$ cat config.mk
export PLATFORM = sky130hd
export DESIGN_NAME = list_arbiter
export DESIGN_NICKNAME = d
export VERILOG_FILES = /design/src/rtl/list_pkg.sv /design/src/rtl/list_arbiter_rr_picker.sv /design/src/rtl/list_arbiter.sv
export SDC_FILE = /design/constraint.sdc
export NUM_CORES = 1
export LEC_CHECK = 0
export CELL_PAD_IN_SITES_DETAIL_PLACEMENT = 1
export CELL_PAD_IN_SITES_GLOBAL_PLACEMENT = 2
export CORE_MARGIN = 4
export CORE_UTILIZATION = 25
export CTS_BUF_LIST = sky130_fd_sc_hd__clkbuf_2 sky130_fd_sc_hd__clkbuf_4 sky130_fd_sc_hd__clkbuf_8
export CTS_CLUSTER_DIAMETER = 30
export CTS_CLUSTER_SIZE = 25
export DETAILED_ROUTE_END_ITERATION = 10
export PLACE_DENSITY = 0.9
export RECOVER_POWER = 100
export SETUP_SLACK_MARGIN = 0.15
export SYNTH_ARGS = -nofsm -noshare
export SYNTH_HDL_FRONTEND = slang
export SYNTH_HIERARCHICAL = 1
export SYNTH_SLANG_ARGS = --single-unit
$ cat constraint.sdc
create_clock -name clk -period 3.8 [get_ports clk]
set_clock_uncertainty 0.05 [all_clocks]
set_input_delay 0.76 -clock clk [delete_from_list [all_inputs] [get_ports clk]]
set_output_delay 0.76 -clock clk [all_outputs]
set_load 0.05 [all_outputs]
$ cat src/rtl/list_pkg.sv
// list_pkg: list opcode encodings and arbiter state type shared by list_arbiter files
package list_pkg;
  localparam logic [2:0] OP_READ     = 3'b000;
  localparam logic [2:0] OP_INSERT   = 3'b001;
  localparam logic [2:0] OP_FIND_ALL = 3'b010;
  localparam logic [2:0] OP_FIND_1ST = 3'b011;
  localparam logic [2:0] OP_SUM      = 3'b100;
  localparam logic [2:0] OP_SORT_ASC = 3'b101;
  localparam logic [2:0] OP_SORT_DES = 3'b110;
  localparam logic [2:0] OP_DELETE   = 3'b111;
  typedef enum logic [2:0] {IDLE, ISSUE, WAIT, RESP, GAP} arb_state_t;
endpackage

$ cat src/rtl/list_arbiter_rr_picker.sv
// rr_picker: combinational round-robin pick of the first set request at or after ptr
module rr_picker
  import list_pkg::*;
#(
  parameter  int N  = 4,
  localparam int IW = $clog2(N)
) (
  input  logic [N-1:0]  req,
  input  logic [IW-1:0] ptr,
  output logic [N-1:0]  onehot,
  output logic [IW-1:0] index
);
  logic [IW:0]   sum;
  logic [IW-1:0] j;
  // scan offsets from farthest to nearest so the nearest set request wins
  always_comb begin
    onehot = '0;
    index  = '0;
    sum    = '0;
    j      = '0;
    for (int i = N - 1; i >= 0; i--) begin
      sum = {1'b0, ptr} + (IW + 1)'(i);
      sum = (sum >= (IW + 1)'(N)) ? sum - (IW + 1)'(N) : sum;
      j   = sum[IW-1:0];
      if (req[j]) begin
        onehot    = '0;
        onehot[j] = 1'b1;
        index     = j;
      end
    end
  end
endmodule

$ cat src/rtl/list_arbiter.sv
// list_arbiter: round-robin sequencer sharing one list datapath; LIST_ARB_TIMEOUT_EN adds a WAIT watchdog
module list_arbiter
  import list_pkg::*;
#(
  parameter  int NUM_REQ        = 4,
  parameter  int DATA_WIDTH     = 32,
  parameter  int LENGTH         = 8,
  parameter  int TIMEOUT_CYCLES = 1024,
  localparam int LW             = $clog2(LENGTH),
  localparam int IW             = $clog2(NUM_REQ)
) (
  input  logic                       clk,
  input  logic                       rst_n,
  input  logic [NUM_REQ-1:0]         req,
  input  logic [NUM_REQ*3-1:0]       req_op_sel,
  input  logic [NUM_REQ*DATA_WIDTH-1:0] req_data,
  input  logic [NUM_REQ*LW-1:0]      req_index,
  output logic [NUM_REQ-1:0]         gnt,
  output logic                       rsp_valid,
  output logic                       rsp_last,
  output logic                       rsp_error,
  output logic [LW+DATA_WIDTH-1:0]   rsp_data,
  output logic [IW-1:0]              rsp_id,
  output logic                       list_op_en,
  output logic [2:0]                 list_op_sel,
  output logic [DATA_WIDTH-1:0]      list_data_in,
  output logic [LW-1:0]              list_index_in,
  input  logic [LW+DATA_WIDTH-1:0]   list_data_out,
  input  logic                       list_op_done,
  input  logic                       list_op_in_progress,
  input  logic                       list_op_error
);
  if (NUM_REQ < 2 || NUM_REQ > 16 || TIMEOUT_CYCLES < 1) begin : g_bad_cfg
    $error("list_arbiter: unsupported parameter set");
  end
  arb_state_t        state;
  logic [NUM_REQ-1:0] pick_onehot;
  logic [IW-1:0]     pick_index;
  logic [IW-1:0]     rr_ptr;
  logic              busy_q;
  logic              fall;
  logic              beat;
  logic              expire;
  assign fall = busy_q && !list_op_in_progress && !list_op_done;
  assign beat = list_op_done || fall;
  rr_picker #(.N(NUM_REQ)) u_picker (
    .req   (req),
    .ptr   (rr_ptr),
    .onehot(pick_onehot),
    .index (pick_index)
  );
`ifdef LIST_ARB_TIMEOUT_EN
  localparam int TW = $clog2(TIMEOUT_CYCLES + 1);
  logic [TW-1:0] wd;
  assign expire = wd == TW'(TIMEOUT_CYCLES - 1);
  // count WAIT cycles since the last beat; anything else restarts the count
  always_ff @(posedge clk or negedge rst_n)
    if (!rst_n) wd <= '0;
    else wd <= (state == WAIT && !beat) ? wd + 1'b1 : '0;
`else
  assign expire = 1'b0;
`endif
  // sequencer: grant, strobe the list once, forward beats, then rotate and recover
  always_ff @(posedge clk or negedge rst_n) begin
    if (!rst_n) begin
      state         <= IDLE;
      gnt           <= '0;
      rr_ptr        <= '0;
      busy_q        <= 1'b0;
      rsp_valid     <= 1'b0;
      rsp_last      <= 1'b0;
      rsp_error     <= 1'b0;
      rsp_data      <= '0;
      rsp_id        <= '0;
      list_op_en    <= 1'b0;
      list_op_sel   <= '0;
      list_data_in  <= '0;
      list_index_in <= '0;
    end else begin
      rsp_valid  <= 1'b0;
      rsp_last   <= 1'b0;
      list_op_en <= 1'b0;
      busy_q     <= list_op_in_progress;
      case (state)
        IDLE: if (|req) begin
          gnt           <= pick_onehot;
          rsp_id        <= pick_index;
          list_op_sel   <= req_op_sel[pick_index*3 +: 3];
          list_data_in  <= req_data[pick_index*DATA_WIDTH +: DATA_WIDTH];
          list_index_in <= req_index[pick_index*LW +: LW];
          list_op_en    <= 1'b1;
          state         <= ISSUE;
        end
        ISSUE: state <= WAIT;
        WAIT: if (beat) begin
          rsp_valid <= 1'b1;
          rsp_last  <= !(list_op_done && list_op_in_progress);
          rsp_error <= list_op_done && list_op_error;
          rsp_data  <= list_data_out;
          state     <= (list_op_done && list_op_in_progress) ? WAIT : RESP;
        end else if (expire) begin
          rsp_valid <= 1'b1;
          rsp_last  <= 1'b1;
          rsp_error <= 1'b1;
          rsp_data  <= '1;
          state     <= RESP;
        end
        RESP: begin
          gnt    <= '0;
          rr_ptr <= (rsp_id == IW'(NUM_REQ - 1)) ? '0 : rsp_id + 1'b1;
          state  <= GAP;
        end
        default: state <= IDLE;
      endcase
    end
  end
endmodule

# Word level (Yosys, flattened, before mapping)
# Index checks and enable logic that the tools add are counted.
totals:
  ff_bits: 89
  inputBits: 196
  out_inout_bits: 83
  elab_cells: 103
op_classes:
  add_sub_neg: 8
  n_mul: 1
  n_lt_le_gt_ge: 12
  eq_ne: 6
  n_shift: 3
  muxes: 41
  reduce_logical: 19
ops:
  columns: ["operator", "count"]
  rows:
  - ["$shiftx 128x8->32", 1]
  - ["$shiftx 12x5->3", 2]
  - ["$mux 4", 5]
  - ["$mux 2", 9]
  - ["$mux 1", 15]
  - ["$lt 2x3->1 const B", 4]
  - ["$pmux 3 s4", 1]
  - ["$ge 3x3->1 const B", 3]
  - ["$bmux 1 s2", 4]
  - ["$demux 1 s2", 4]
  - ["$ge 2x1->1 const B", 4]
  - ["$logic_and 1x1->1", 8]
  - ["$pmux 4 s2", 1]
  - ["$reduce_and 2->1", 4]
  - ["$sub 2x1->2 const B", 4]
  - ["$add 2x2->3 const B", 2]
  - ["$eq 3x2->1 const B", 2]
  - ["$mux 3", 2]
  - ["$mul 2x2->4 const B", 1]
  - ["$ne 2x2->1 const B", 2]
  - ["$reduce_or 4->1", 1]
  - ["$add 2x1->3 const B", 1]
  - ["$eq 3x1->1 const B", 1]
  - ["$ge 2x3->1 const B", 1]
  - ["6 further kinds", 8]

# Logic depth before layout (Yosys ltp)
# Gate-level depths: netlist of run 1.
depth:
  depth_word: 13
  ltp_mapped: 12
  depth_no_buf: 8

# Cells and area by module
# The synthesis of run 1 kept the hierarchy.
by_module_without_submodules:
  columns: ["module", "n_inst", "cells_per_inst", "area_per_inst_um2", "seq_area_each_um2"]
  rows:
  - ["list_arbiter", 1, 250, 4418.0, 2227.1]
  - ["rr_picker", 1, 66, 585.6, 0.0]

# Worst setup path after synthesis of run 1
# OpenSTA, ideal clock, no wires.
synth_path:
  path_kind: "in2reg"
  from: "input port req[0]"
  to: "register list_data_in[25]"
  setup_time_ns: 0.125
  t_arrival_ns: 3.183
  required_ns: 3.625
  path_slack_ns: 0.442
  cell_stages: 10
  path_buffers: 4
  cell_sequence: "buf_4 > mux4_1 > buf_6 > a21oi_1 > o211ai_1 > o21ai_0 > buf_4 > buf_2 > mux4_2 > mux2_4"
synth_via:
  elab_chain_len: 7
  elab_cells_between_ends: 15
  classes_between: "shift (1); mux (12); reduce/logical (2)"
synth_lines:
  columns: ["item", "line_no", "source"]
  rows:
  - ["start, declared", "list_arbiter.sv:14", "input logic [NUM_REQ-1:0] req,"]
  - ["$bmux 1 s2", "list_arbiter_rr_picker.sv:25", "if (req[j]) begin"]
  - ["$mux 1 (implied by the code)", "list_arbiter_rr_picker.sv:25", null]
  - ["$mux 2 (3 in a row)", "list_arbiter_rr_picker.sv:25", null]
  - ["$mux 2 (*)", "list_arbiter_rr_picker.sv:25", null]
  - ["net pick_index[0]", "list_arbiter.sv:38", "logic [IW-1:0] pick_index;"]
  - ["$shiftx 128x8->32 (*)", "list_arbiter.sv:89", "list_data_in <= req_data[pick_index*DATA_WIDTH +: DATA_WIDTH];"]
  - ["end signal, assigned", "list_arbiter.sv:89", null]
  - ["end, declared", "list_arbiter.sv:26", "output logic [DATA_WIDTH-1:0] list_data_in,"]
# The timed path passes the listed nets; every way through them passes the cells marked *. The select of a mux whose other input is x is not followed.
# A chain may end at the register's enable or synchronous reset.

# Worst setup path after layout of run 1
layout_path:
  from: "register rr_ptr[1]"
  to: "register list_data_in[10]"
layout_via:
  elab_chain_len: 10
  elab_cells_between_ends: 28
  classes_between: "add/sub (7); order compare (4); shift (1); mux (16)"
layout_lines:
  columns: ["item", "line_no", "source"]
  rows:
  - ["start, declared", "list_arbiter.sv:39", "logic [IW-1:0] rr_ptr;"]
  - ["start signal, assigned", "list_arbiter.sv:110", "rr_ptr <= (rsp_id == IW'(NUM_REQ - 1)) ? '0 : rsp_id + 1'b1;"]
  - ["$add 2x2->3", "list_arbiter_rr_picker.sv:22", "sum = {1'b0, ptr} + (IW + 1)'(i);"]
  - ["$ge 3x3->1 or $sub 2x1->2 (tied branches)", "list_arbiter_rr_picker.sv:23", "sum = (sum >= (IW + 1)'(N)) ? sum - (IW + 1)'(N) : sum;"]
  - ["$mux 2", "list_arbiter_rr_picker.sv:23", null]
  - ["$bmux 1 s2", "list_arbiter_rr_picker.sv:25", null]
  - ["$mux 1 (implied by the code)", "list_arbiter_rr_picker.sv:25", null]
  - ["$mux 2 (3 in a row)", "list_arbiter_rr_picker.sv:25", null]
  - ["$mux 2 (*)", "list_arbiter_rr_picker.sv:25", null]
  - ["net pick_index[0]", "list_arbiter.sv:38", null]
  - ["$shiftx 128x8->32 (*)", "list_arbiter.sv:89", null]
# Marks and branches as above.

==> impl_summary.log, run 1 <==
[metrics] count of state elements after synthesis: 89
[metrics] detailed-route vias per instance: 4.56
[metrics] Final Worst Setup Slack: 0.419 ns
[metrics] main flop type after synthesis: sky130_fd_sc_hd__dfrtp_1
[metrics] Max Root-Sink Buffers: 2
[metrics] Final Hold Viols: 0
[metrics] Setup TNS Final: 0 ns
[metrics] number of vias after detailed routing: a little under 4,000
[metrics] instance count of the mapped netlist: 316
[metrics] Tmin final: 3.38 ns
[metrics] clock transition at the registers of the reported paths: about 0.1 ns
[metrics] kind of end point of the critical path: flip-flop
[metrics] number of post-CTS setup repair buffers: 0
[metrics] Starting Density: 25.5%
[metrics] area of the core: between 15,000 and 20,000 um2
[metrics] Crit path depth: 8
[metrics] data required time at the worst endpoint: 4.01 ns
[metrics] cell chain of the critical path: inv_1 > ha_1 > mux2i_1 > a21oi_1 > o21ai_2 > buf_12 > mux4_2 > mux2_4
[metrics] area growth from synthesis to final layout: 63.1%
[metrics] count of instances resized after the clock tree is built: 0
[metrics] number of hold-repair buffers added at the cts stage: 0
[metrics] antenna violations before repair: 1
[metrics] number of global-route vias before repair: ~4,600
[metrics] Hold WC Path Type: flip-flop to flip-flop
[metrics] number of max-cap violations: 2
[metrics] wire length of the first global-routing pass: 26.0 mm
[metrics] proportion of layout cells with a drive suffix above 1: 23.1%
[metrics] count of routing violations after the opening detailed-route iteration: between 80 and 90
[metrics] leakage power: 3.33 nW
[metrics] HPWL after detailed placement: 13.9 mm
[metrics] EDFF count, synth: 0
[metrics] number of optimization iterations in the first detailed-route pass: 4
[metrics] horizontal die dimension: between 100 and 150 um
[metrics] CP bufs+invs: 2
[metrics] clock tree sinks: 89
[metrics] Async S/R FF share, synth: 100%
[metrics] register-to-register setup slack: about 0.42 ns
[metrics] Row Count: 51
[metrics] Worst Reg-to-Reg Cells: 8
[metrics] capturing element of the worst setup path: list_data_in[10]$_DFFE_PN0P_
[metrics] largest incremental delay on the critical path: 0.59 ns
[metrics] Worst Setup Slack post-DPL: 0.137 ns
[metrics] WL per Instance: 19.9 um
[metrics] cell type group with the largest total delay on the critical path: multiplexers
[metrics] grt ovf: 0
[metrics] crit start category: flip-flop
[metrics] hold path startpoint: list_data_in[17]$_DFFE_PN0P_
[metrics] clock latency of the later-clocked register in the worst-skew pair: 0.37 ns
[metrics] number of distinct library cells after synthesis: 47
[metrics] Vert. Die Dim: 149 um
[metrics] PwrDens: 927 nW/um2
[metrics] peak ir drop on the vdd network: 473 uV
[metrics] global-route usage over all layers: 15.1%
[metrics] Slew @ Worst Pin: approximately 2.2 ns
[metrics] count of buffers from port buffering: 278
[metrics] Achievable Freq: 296 MHz
[metrics] maximum number of pins on one net before global-route repair: 90
[metrics] number of nets with antenna violations after routing: 0
[metrics] Setup Crit Path Kind: flip-flop to flip-flop
[metrics] fin crit share: around nine tenths
[metrics] setup repair after global routing missed its margin: no
[metrics] synthesized net count: around 520
[metrics] Critical Path Start: rr_ptr[1]$_DFFE_PN0P_
[metrics] H-tree levels: 3
[metrics] CTS Root Cell: sky130_fd_sc_hd__clkbuf_8
[metrics] CTS tree: done
[metrics] ANT cells: 0
[metrics] Final Setup Violations: 0
[metrics] number of ports placed on the die boundary: 279
[metrics] synth warn: 6
[metrics] number of buffers added by the clock tree synthesis step: 9
[metrics] endpoint of the worst-slack reg-to-reg timing path: list_data_in[10]$_DFFE_PN0P_
[metrics] count of final max-slew check failures: 128
[metrics] result of the run: complete, but fails checks
[metrics] data arrival at the endpoint of the critical path: roughly 3.6 ns
[metrics] CP max stage cell: sky130_fd_sc_hd__o21ai_2
[metrics] biggest fanout along the worst timing path: 21
[metrics] relative slew slack: -49.5%
[metrics] share of the yosys chip area belonging to registers: 44.5%
[metrics] Total Die Area: 22,300 um2
[metrics] Post-Synthesis Mean Instance Area: 15.8 um2
[metrics] Final GP Congestion: 0.815
[metrics] netlist area before placement: between 5000 and 6000 um2
[metrics] total detailed-routing wirelength: 17.2 mm
[metrics] DRC violation count after routing: 0
[metrics] failing checks: capacitance limit, slew limit
[metrics] net count reported at finish: around 800
[metrics] Reg2Reg Launch Point: rr_ptr[1]$_DFFE_PN0P_
[state kept, by name (all words and copies together) (netlist names)]
register and cells:
busy_q 1, gnt 4, list_data_in 32, list_index_in 3, list_op_en 1, list_op_sel 3
rr_ptr 2, rsp_data 35, rsp_error 1, rsp_id 2, rsp_last 1, rsp_valid 1
state 3
[per-layer routing]
metal	global-route usage (%)	wire [um]	vias to the layer above	part of all wire [%]
met5	0	16	-	0.093
met4	4.67	351	2	2.0
met3	5.75	1630	22	9.5
met2	27.0	8890	201	52
met1	16.5	6330	1952	37
li1	-	-	1777	-
[worst register-to-register path: cells and delay by family, from the launching register on]
kind,cells,cell delay [ns]
AO/OA/AOI/OAI,2,0.69
adder cells (fa/ha/maj),1,0.46
buffers and inverters,2,0.46
flip-flops,1,0.52
multiplexers,3,1.09
[cell usage in the layout, fill, tap and decap left out, types with 2 or more instances in the layout]
cell type,n
sky130_fd_sc_hd__buf_12,2
sky130_fd_sc_hd__o2111ai_1,4
sky130_fd_sc_hd__inv_6,2
sky130_fd_sc_hd__nor2b_1,3
sky130_fd_sc_hd__buf_4,9
sky130_fd_sc_hd__o211ai_1,2
sky130_fd_sc_hd__a21oi_1,4
sky130_fd_sc_hd__dfrtp_1,89
sky130_fd_sc_hd__or4_1,2
sky130_fd_sc_hd__dlygate4sd3_1,85
sky130_fd_sc_hd__mux2_4,18
sky130_fd_sc_hd__mux2_2,42
sky130_fd_sc_hd__a221oi_1,2
sky130_fd_sc_hd__nand4_1,2
sky130_fd_sc_hd__mux4_2,39
sky130_fd_sc_hd__ha_1,9
sky130_fd_sc_hd__clkdlybuf4s50_1,192
sky130_fd_sc_hd__clkbuf_1,2
sky130_fd_sc_hd__nand2_1,10
sky130_fd_sc_hd__clkinv_4,2
sky130_fd_sc_hd__mux4_1,2
sky130_fd_sc_hd__clkbuf_8,9
sky130_fd_sc_hd__nor2_1,3
sky130_fd_sc_hd__inv_1,11
sky130_fd_sc_hd__clkinv_2,2
sky130_fd_sc_hd__mux2i_1,8
sky130_fd_sc_hd__mux2_1,19
[per-stage QoR]
step	instances	util, %	cell area [um2]	hold WS [ns]	total power [mW]
global placement	851	41.2	8080	0.425	7.26
detailed placement	851	41.2	8080	0.445	7.43
CTS	867	42.1	8260	0.469	8.08
floorplan	316	-	5000	0.414	5.73
global route	867	41.7	8160	0.477	8.02
finish	867	41.7	8160	0.446	7.57
[report_power, final]
group / internal, mW / switching (mW) / total, mW
logic: 2.25 / 2.96 / 5.22
registers: 1.44 / 0.297 / 1.73
clock network: 0.243 / 0.375 / 0.618
total: 3.93 / 3.64 / 7.57
[Yosys cell counts (all sizes together) (2+ instances only)]
| master | count | area, um2 |
|---|---|---|
| dfrtp | 89 | 2230 |
| clkbuf | 3 | 15.0 |
| a221oi | 2 | 17.5 |
| a21oi | 4 | 20.0 |
| o2111ai | 4 | 35.0 |
| nand2 | 11 | 41.3 |
| nor2 | 3 | 11.3 |
| o21ai | 3 | 18.8 |
| o211ai | 3 | 27.5 |
| or4 | 3 | 22.5 |
| mux2 | 79 | 1020 |
| nor2b | 3 | 18.8 |
| inv | 11 | 41.3 |
| buf | 19 | 185 |
| mux2i | 8 | 80.1 |
| mux4 | 41 | 931 |
| ha | 9 | 113 |
| nand4 | 2 | 12.5 |
[logic make-up (layout without fill, tap and decap cells)]
kind of cell	after synthesis	count (layout)	share of synthesized area, %
multiplexers	128	128	40.6
adder cells (fa/ha/maj)	9	9	2.25
AO/OA/AOI/OAI	25	25	3.88
buffers and inverters	33	319	4.83
flip-flops	89	89	44.5
XOR/XNOR	1	1	0.175
AND/OR/NAND/NOR	31	31	3.75
[area by class of cell]
type,count,area (um2)
clock inverter,7,52.6
multi-input combinational,194,2490
sequential,89,2230
timing repair buffer,292,2900
fill,2093,11400
inverter,11,41.3
tap,265,332
clock buffer,9,124
[how the worst min path moves through the flow]
stage / slack (ns) / cells past startpoint / endpoint
6_report: 0.45 / 1 / list_data_in[17]$_DFFE_PN0P_
5_1_grt: 0.48 / 1 / list_data_in[17]$_DFFE_PN0P_
4_1_cts: 0.47 / 1 / rsp_error$_DFFE_PN0P_
3_5_place_dp: 0.45 / 1 / list_data_in[0]$_DFFE_PN0P_
3_3_place_gp: 0.43 / 1 / rsp_error$_DFFE_PN0P_
2_1_floorplan: 0.41 / 0 / busy_q$_DFF_PN0_
(Power assumes the default switching activity.)
==> run 2: changes to the inputs <==
--- a/config.mk
+++ b/config.mk
@@ -8,15 +8,14 @@
 export CELL_PAD_IN_SITES_DETAIL_PLACEMENT = 1
 export CELL_PAD_IN_SITES_GLOBAL_PLACEMENT = 2
 export CORE_MARGIN = 4
-export CORE_UTILIZATION = 25
+export CORE_UTILIZATION = 23
 export CTS_BUF_LIST = sky130_fd_sc_hd__clkbuf_2 sky130_fd_sc_hd__clkbuf_4 sky130_fd_sc_hd__clkbuf_8
 export CTS_CLUSTER_DIAMETER = 30
 export CTS_CLUSTER_SIZE = 25
 export DETAILED_ROUTE_END_ITERATION = 10
-export PLACE_DENSITY = 0.9
+export PLACE_DENSITY = 0.91
 export RECOVER_POWER = 100
 export SETUP_SLACK_MARGIN = 0.15
 export SYNTH_ARGS = -nofsm -noshare
 export SYNTH_HDL_FRONTEND = slang
-export SYNTH_HIERARCHICAL = 1
 export SYNTH_SLANG_ARGS = --single-unit
==> run 2 against run 1 <==
The run still ends with capacitance limit, slew limit left; area after synthesis up 6.4%; die area up 15%; wire length rose by 23%; maximum frequency is 0.79% lower; sequential power decreased by 5%; cell area is 4.7% higher; largest cell class unchanged; critical path type is now input port to flip-flop; synthesized cell count grew 84%; register-to-register slack improved by 0.02 ns.
==> impl_summary.log, run 2 <==
[metrics] power after layout: 7.57 mW (about the same)
[metrics] leading cell type by number of instances after synthesis: sky130_fd_sc_hd__nand2_1
[metrics] main flop type after synthesis: sky130_fd_sc_hd__dfrtp_1
[metrics] clock tree sinks: 89 (unchanged)
[metrics] leading cell types in the layout, fill and taps excluded: 192 x sky130_fd_sc_hd__clkdlybuf4s50_1, 161 x sky130_fd_sc_hd__nand2_1, 89 x sky130_fd_sc_hd__dfrtp_1
[metrics] maximum number of pins on one net before global-route repair: 53 (-41%)
[metrics] Worst Setup Slack post-DPL: 0.217 ns (+0.0797 ns)
[metrics] Max Root-Sink Buffers: 2 (unchanged)
[metrics] biggest registers after layout: rsp_data x35, list_data_in x32, gnt x4
[metrics] HPWL after detailed placement: 16.2 mm (+17%)
[metrics] total detailed-routing wirelength: 21.1 mm (+23%)
[metrics] ANT cells: 0 (unchanged)
[metrics] Final Worst Setup Slack: 0.392 ns (-0.0270 ns)
[metrics] crit start category: input port
[metrics] clock transition at the registers of the reported paths: 0.10 ns (about the same)
[metrics] horizontal die dimension: 160 um (+7.2%)
[metrics] Setup Crit Path Kind: input port to flip-flop
[metrics] H-tree levels: 3 (unchanged)
[metrics] Vert. Die Dim: 160 um (+7.2%)
[metrics] synthesized net count: 785 (+51%)
[metrics] proportion of layout cells with a drive suffix above 1: 5.60% (-17 points)
[metrics] register-to-register setup slack: 0.44 ns (+0.02 ns)
[metrics] leakage power: 3.90 nW (+17%)
[metrics] commonest non-fill, non-tap cell in the layout: sky130_fd_sc_hd__clkdlybuf4s50_1
[metrics] Final GP Congestion: 0.777 (-4.7%)
[metrics] Setup TNS Final: 0 ns (unchanged)
[metrics] Row Count: 55 (+7.8%)
[metrics] relative slew slack: -12.0% (+37 points)
[metrics] share of the yosys chip area belonging to registers: 41.8% (-2.7 points)
[metrics] area leader, netlist: sky130_fd_sc_hd__dfrtp_1
[metrics] EDFF count, synth: 0 (unchanged)
[metrics] CTS tree: done
[metrics] number of buffers added by the clock tree synthesis step: 9 (unchanged)
[metrics] WL per Instance: 18.5 um (-6.8%)
[metrics] kind of end point of the critical path: flip-flop
[metrics] number of hold-repair buffers added at the cts stage: 0 (unchanged)
[metrics] netlist area before placement: 5330 um2 (+6.4%)
[metrics] detailed-route vias per instance: 4.70 (+3.0%)
[metrics] peak ir drop on the vdd network: 428 uV (-9.4%)
[metrics] result of the run: complete, but fails checks
[metrics] PwrDens: 886 nW/um2 (-4.4%)
[metrics] count of state elements after synthesis: 89 (unchanged)
[metrics] Final Hold Viols: 0 (unchanged)
[metrics] endpoint of the worst-slack reg-to-reg timing path: list_data_in[17]$_DFFE_PN0P_
[metrics] instance count of the mapped netlist: 580 (+84%)
[metrics] fin area: 8540 um2 (+4.7%)
[metrics] Final Setup Violations: 0 (unchanged)
[metrics] number of optimization iterations in the first detailed-route pass: 4 (unchanged)
[metrics] CTS Root Cell: sky130_fd_sc_hd__clkbuf_8
[metrics] count of final max-slew check failures: 37 (-71%)
[metrics] area fraction of the dominant cell type after synthesis: 41.8% (-2.7 points)
[metrics] number of distinct library cells after synthesis: 47 (unchanged)
[metrics] area growth from synthesis to final layout: 60.4%
[metrics] number of nets with antenna violations after routing: 0 (unchanged)
[metrics] number of vias after detailed routing: 5,364 (+36%)
[metrics] number of post-CTS setup repair buffers: 0 (unchanged)
[metrics] Hold WC Path Type: flip-flop to flip-flop
[metrics] fin crit share: 89.7% (+0.71 points)
[metrics] max FFs per register: 35 (unchanged)
[metrics] clock latency of the later-clocked register in the worst-skew pair: 0.37 ns (about the same)
[metrics] count of routing violations after the opening detailed-route iteration: 241 (+200%)
[metrics] Starting Density: 23.4% (-2.1 points)
[metrics] setup repair after global routing missed its margin: no
[metrics] final cell count without fillers: 1,142 (+32%)
[metrics] Reg2Reg Launch Point: rr_ptr[1]$_DFFE_PN0P_
[metrics] Area after DPL: 8470 um2 (+4.8%)
[metrics] global-route usage over all layers: 16.2% (+1.1 points)
[metrics] capturing element of the worst setup path: list_op_sel[1]$_DFFE_PN0P_
[metrics] cell types with the largest area share after synthesis: sky130_fd_sc_hd__dfrtp_1 42%, sky130_fd_sc_hd__nand2_1 11%, sky130_fd_sc_hd__mux2i_1 7.9%
[metrics] synth warn: 0 (-6)
[metrics] area of the core: 22,700 um2 (+16%)
[metrics] failing checks: capacitance limit, slew limit
[metrics] Achievable Freq: 293 MHz (-0.79%)
[metrics] grt ovf: 0 (unchanged)
[metrics] cell count after placement: 1,126 (+32%)
[metrics] Async S/R FF share, synth: 100% (unchanged)
[metrics] count of buffers from port buffering: 278 (unchanged)
[metrics] Post-Synthesis Mean Instance Area: 9.18 um2 (-42%)
[metrics] data arrival at the endpoint of the critical path: 3.60 ns (about the same)
[metrics] Most flops, register: rsp_data
[metrics] antenna violations before repair: 1 (unchanged)
[metrics] number of global-route vias before repair: 5,843 (+28%)
[metrics] DRC violation count after routing: 0 (unchanged)
[metrics] count of instances resized after the clock tree is built: 0 (unchanged)
[metrics] most frequent cells after synthesis: 161 x sky130_fd_sc_hd__nand2_1, 89 x sky130_fd_sc_hd__dfrtp_1, 55 x sky130_fd_sc_hd__o21ai_0
[metrics] fraction of the core area covered by cells at the end of the flow: 37.6% (-4.0 points)
[metrics] biggest fanout along the worst timing path: 23 (+9.5%)
[metrics] hold_ws: 0.425 ns (-0.0216 ns)
[metrics] Total Die Area: 25,700 um2 (+15%)
[metrics] number of ports placed on the die boundary: 279 (unchanged)
[metrics] data required time at the worst endpoint: 3.99 ns (-0.02 ns)
[metrics] Slew @ Worst Pin: 1.68 ns (-0.562 ns)
[metrics] number of max-cap violations: 1 (-1)
[metrics] Tmin final: 3.41 ns (+0.0270 ns)
[metrics] net count reported at finish: 1,057 (+32%)
[metrics] wire length of the first global-routing pass: 33.2 mm (+28%)
[metrics] Worst Reg-to-Reg Cells: 9 (+1)
[metrics] Critical Path Start: req[2]
==> run 2: cell types whose count changed in the layout (fill, tap and decap cells not counted), moves of 17 or more <==
| cell | before | now |
|---|---|---|
| sky130_fd_sc_hd__nand2_1 | 10 | 161 |
| sky130_fd_sc_hd__mux2_2 | 42 | 3 |
| sky130_fd_sc_hd__mux4_2 | 39 | 3 |
| sky130_fd_sc_hd__a21oi_1 | 4 | 22 |
| sky130_fd_sc_hd__nor2_1 | 3 | 23 |
| sky130_fd_sc_hd__a211o_1 | 0 | 22 |
| sky130_fd_sc_hd__mux2_4 | 18 | 1 |
| sky130_fd_sc_hd__mux2i_1 | 8 | 42 |
| sky130_fd_sc_hd__a211oi_1 | 0 | 30 |
| sky130_fd_sc_hd__o21ai_0 | 1 | 56 |
==> run 2: area by class of cell <==
type                       count  area, um2
clock buffer                  10        131
inverter                       7       26.3
sequential                    89       2230
tap                          285        357
timing repair buffer         297       2930
clock inverter                 6       51.3
fill                        2639      14200
multi-input combinational    448       2820
==> run 2: worst min path at each step <==
stage	start	end	slack (ns)	cells past startpoint
2_1_floorplan	state[2]$_DFFE_PN0P_	state[1]$_DFFE_PN0P_	0.39	1
6_report	rsp_data[29]$_DFFE_PN0P_	rsp_data[29]$_DFFE_PN0P_	0.42	2
4_1_cts	rst_n	rsp_data[15]$_DFFE_PN0P_	0.37	1
5_1_grt	state[2]$_DFFE_PN0P_	state[1]$_DFFE_PN0P_	0.45	1
3_5_place_dp	rsp_data[29]$_DFFE_PN0P_	rsp_data[29]$_DFFE_PN0P_	0.41	2
3_3_place_gp	state[2]$_DFFE_PN0P_	state[1]$_DFFE_PN0P_	0.41	1
==> run 2: where the power goes <==
group	leakage, nW	total, mW	switching (mW)	internal [mW]
registers	1.09	1.64	0.235	1.40
clock network	0.0962	0.655	0.400	0.255
logic	2.71	5.27	3.42	1.85
==> run 2: logic make-up (layout without fill, tap and decap cells) <==
| family | count (synthesis) | count (layout) | synth area share, % |
|---|---|---|---|
| AND/OR/NAND/NOR | 222 | 222 | 17.7 |
| adder cells (fa/ha/maj) | 9 | 9 | 2.11 |
| buffers and inverters | 43 | 320 | 4.11 |
| multiplexers | 71 | 71 | 16.3 |
| AO/OA/AOI/OAI | 145 | 145 | 17.8 |
| XOR/XNOR | 1 | 1 | 0.165 |
| flip-flops | 89 | 89 | 41.8 |
==> run 2: critical path, cell delays in order <==
cell and delay, ns:
sky130_fd_sc_hd__dlygate4sd3_1 0.67, sky130_fd_sc_hd__mux4_2 0.57, sky130_fd_sc_hd__nor2b_1 0.50, sky130_fd_sc_hd__o21ai_4 0.09, sky130_fd_sc_hd__buf_12 0.19, sky130_fd_sc_hd__and3_1 0.21, sky130_fd_sc_hd__a2111oi_0 0.50, sky130_fd_sc_hd__a311oi_1 0.10
==> run 2: metal layers <==
metal  wire length (um)  global-route usage (%)  vias up
li1                   -                       -     2584
met1               8840                    19.7     2611
met2              11000                    29.2      145
met3                979                    3.28       24
met4                354                    4.26        0
met5                  0                       0        -
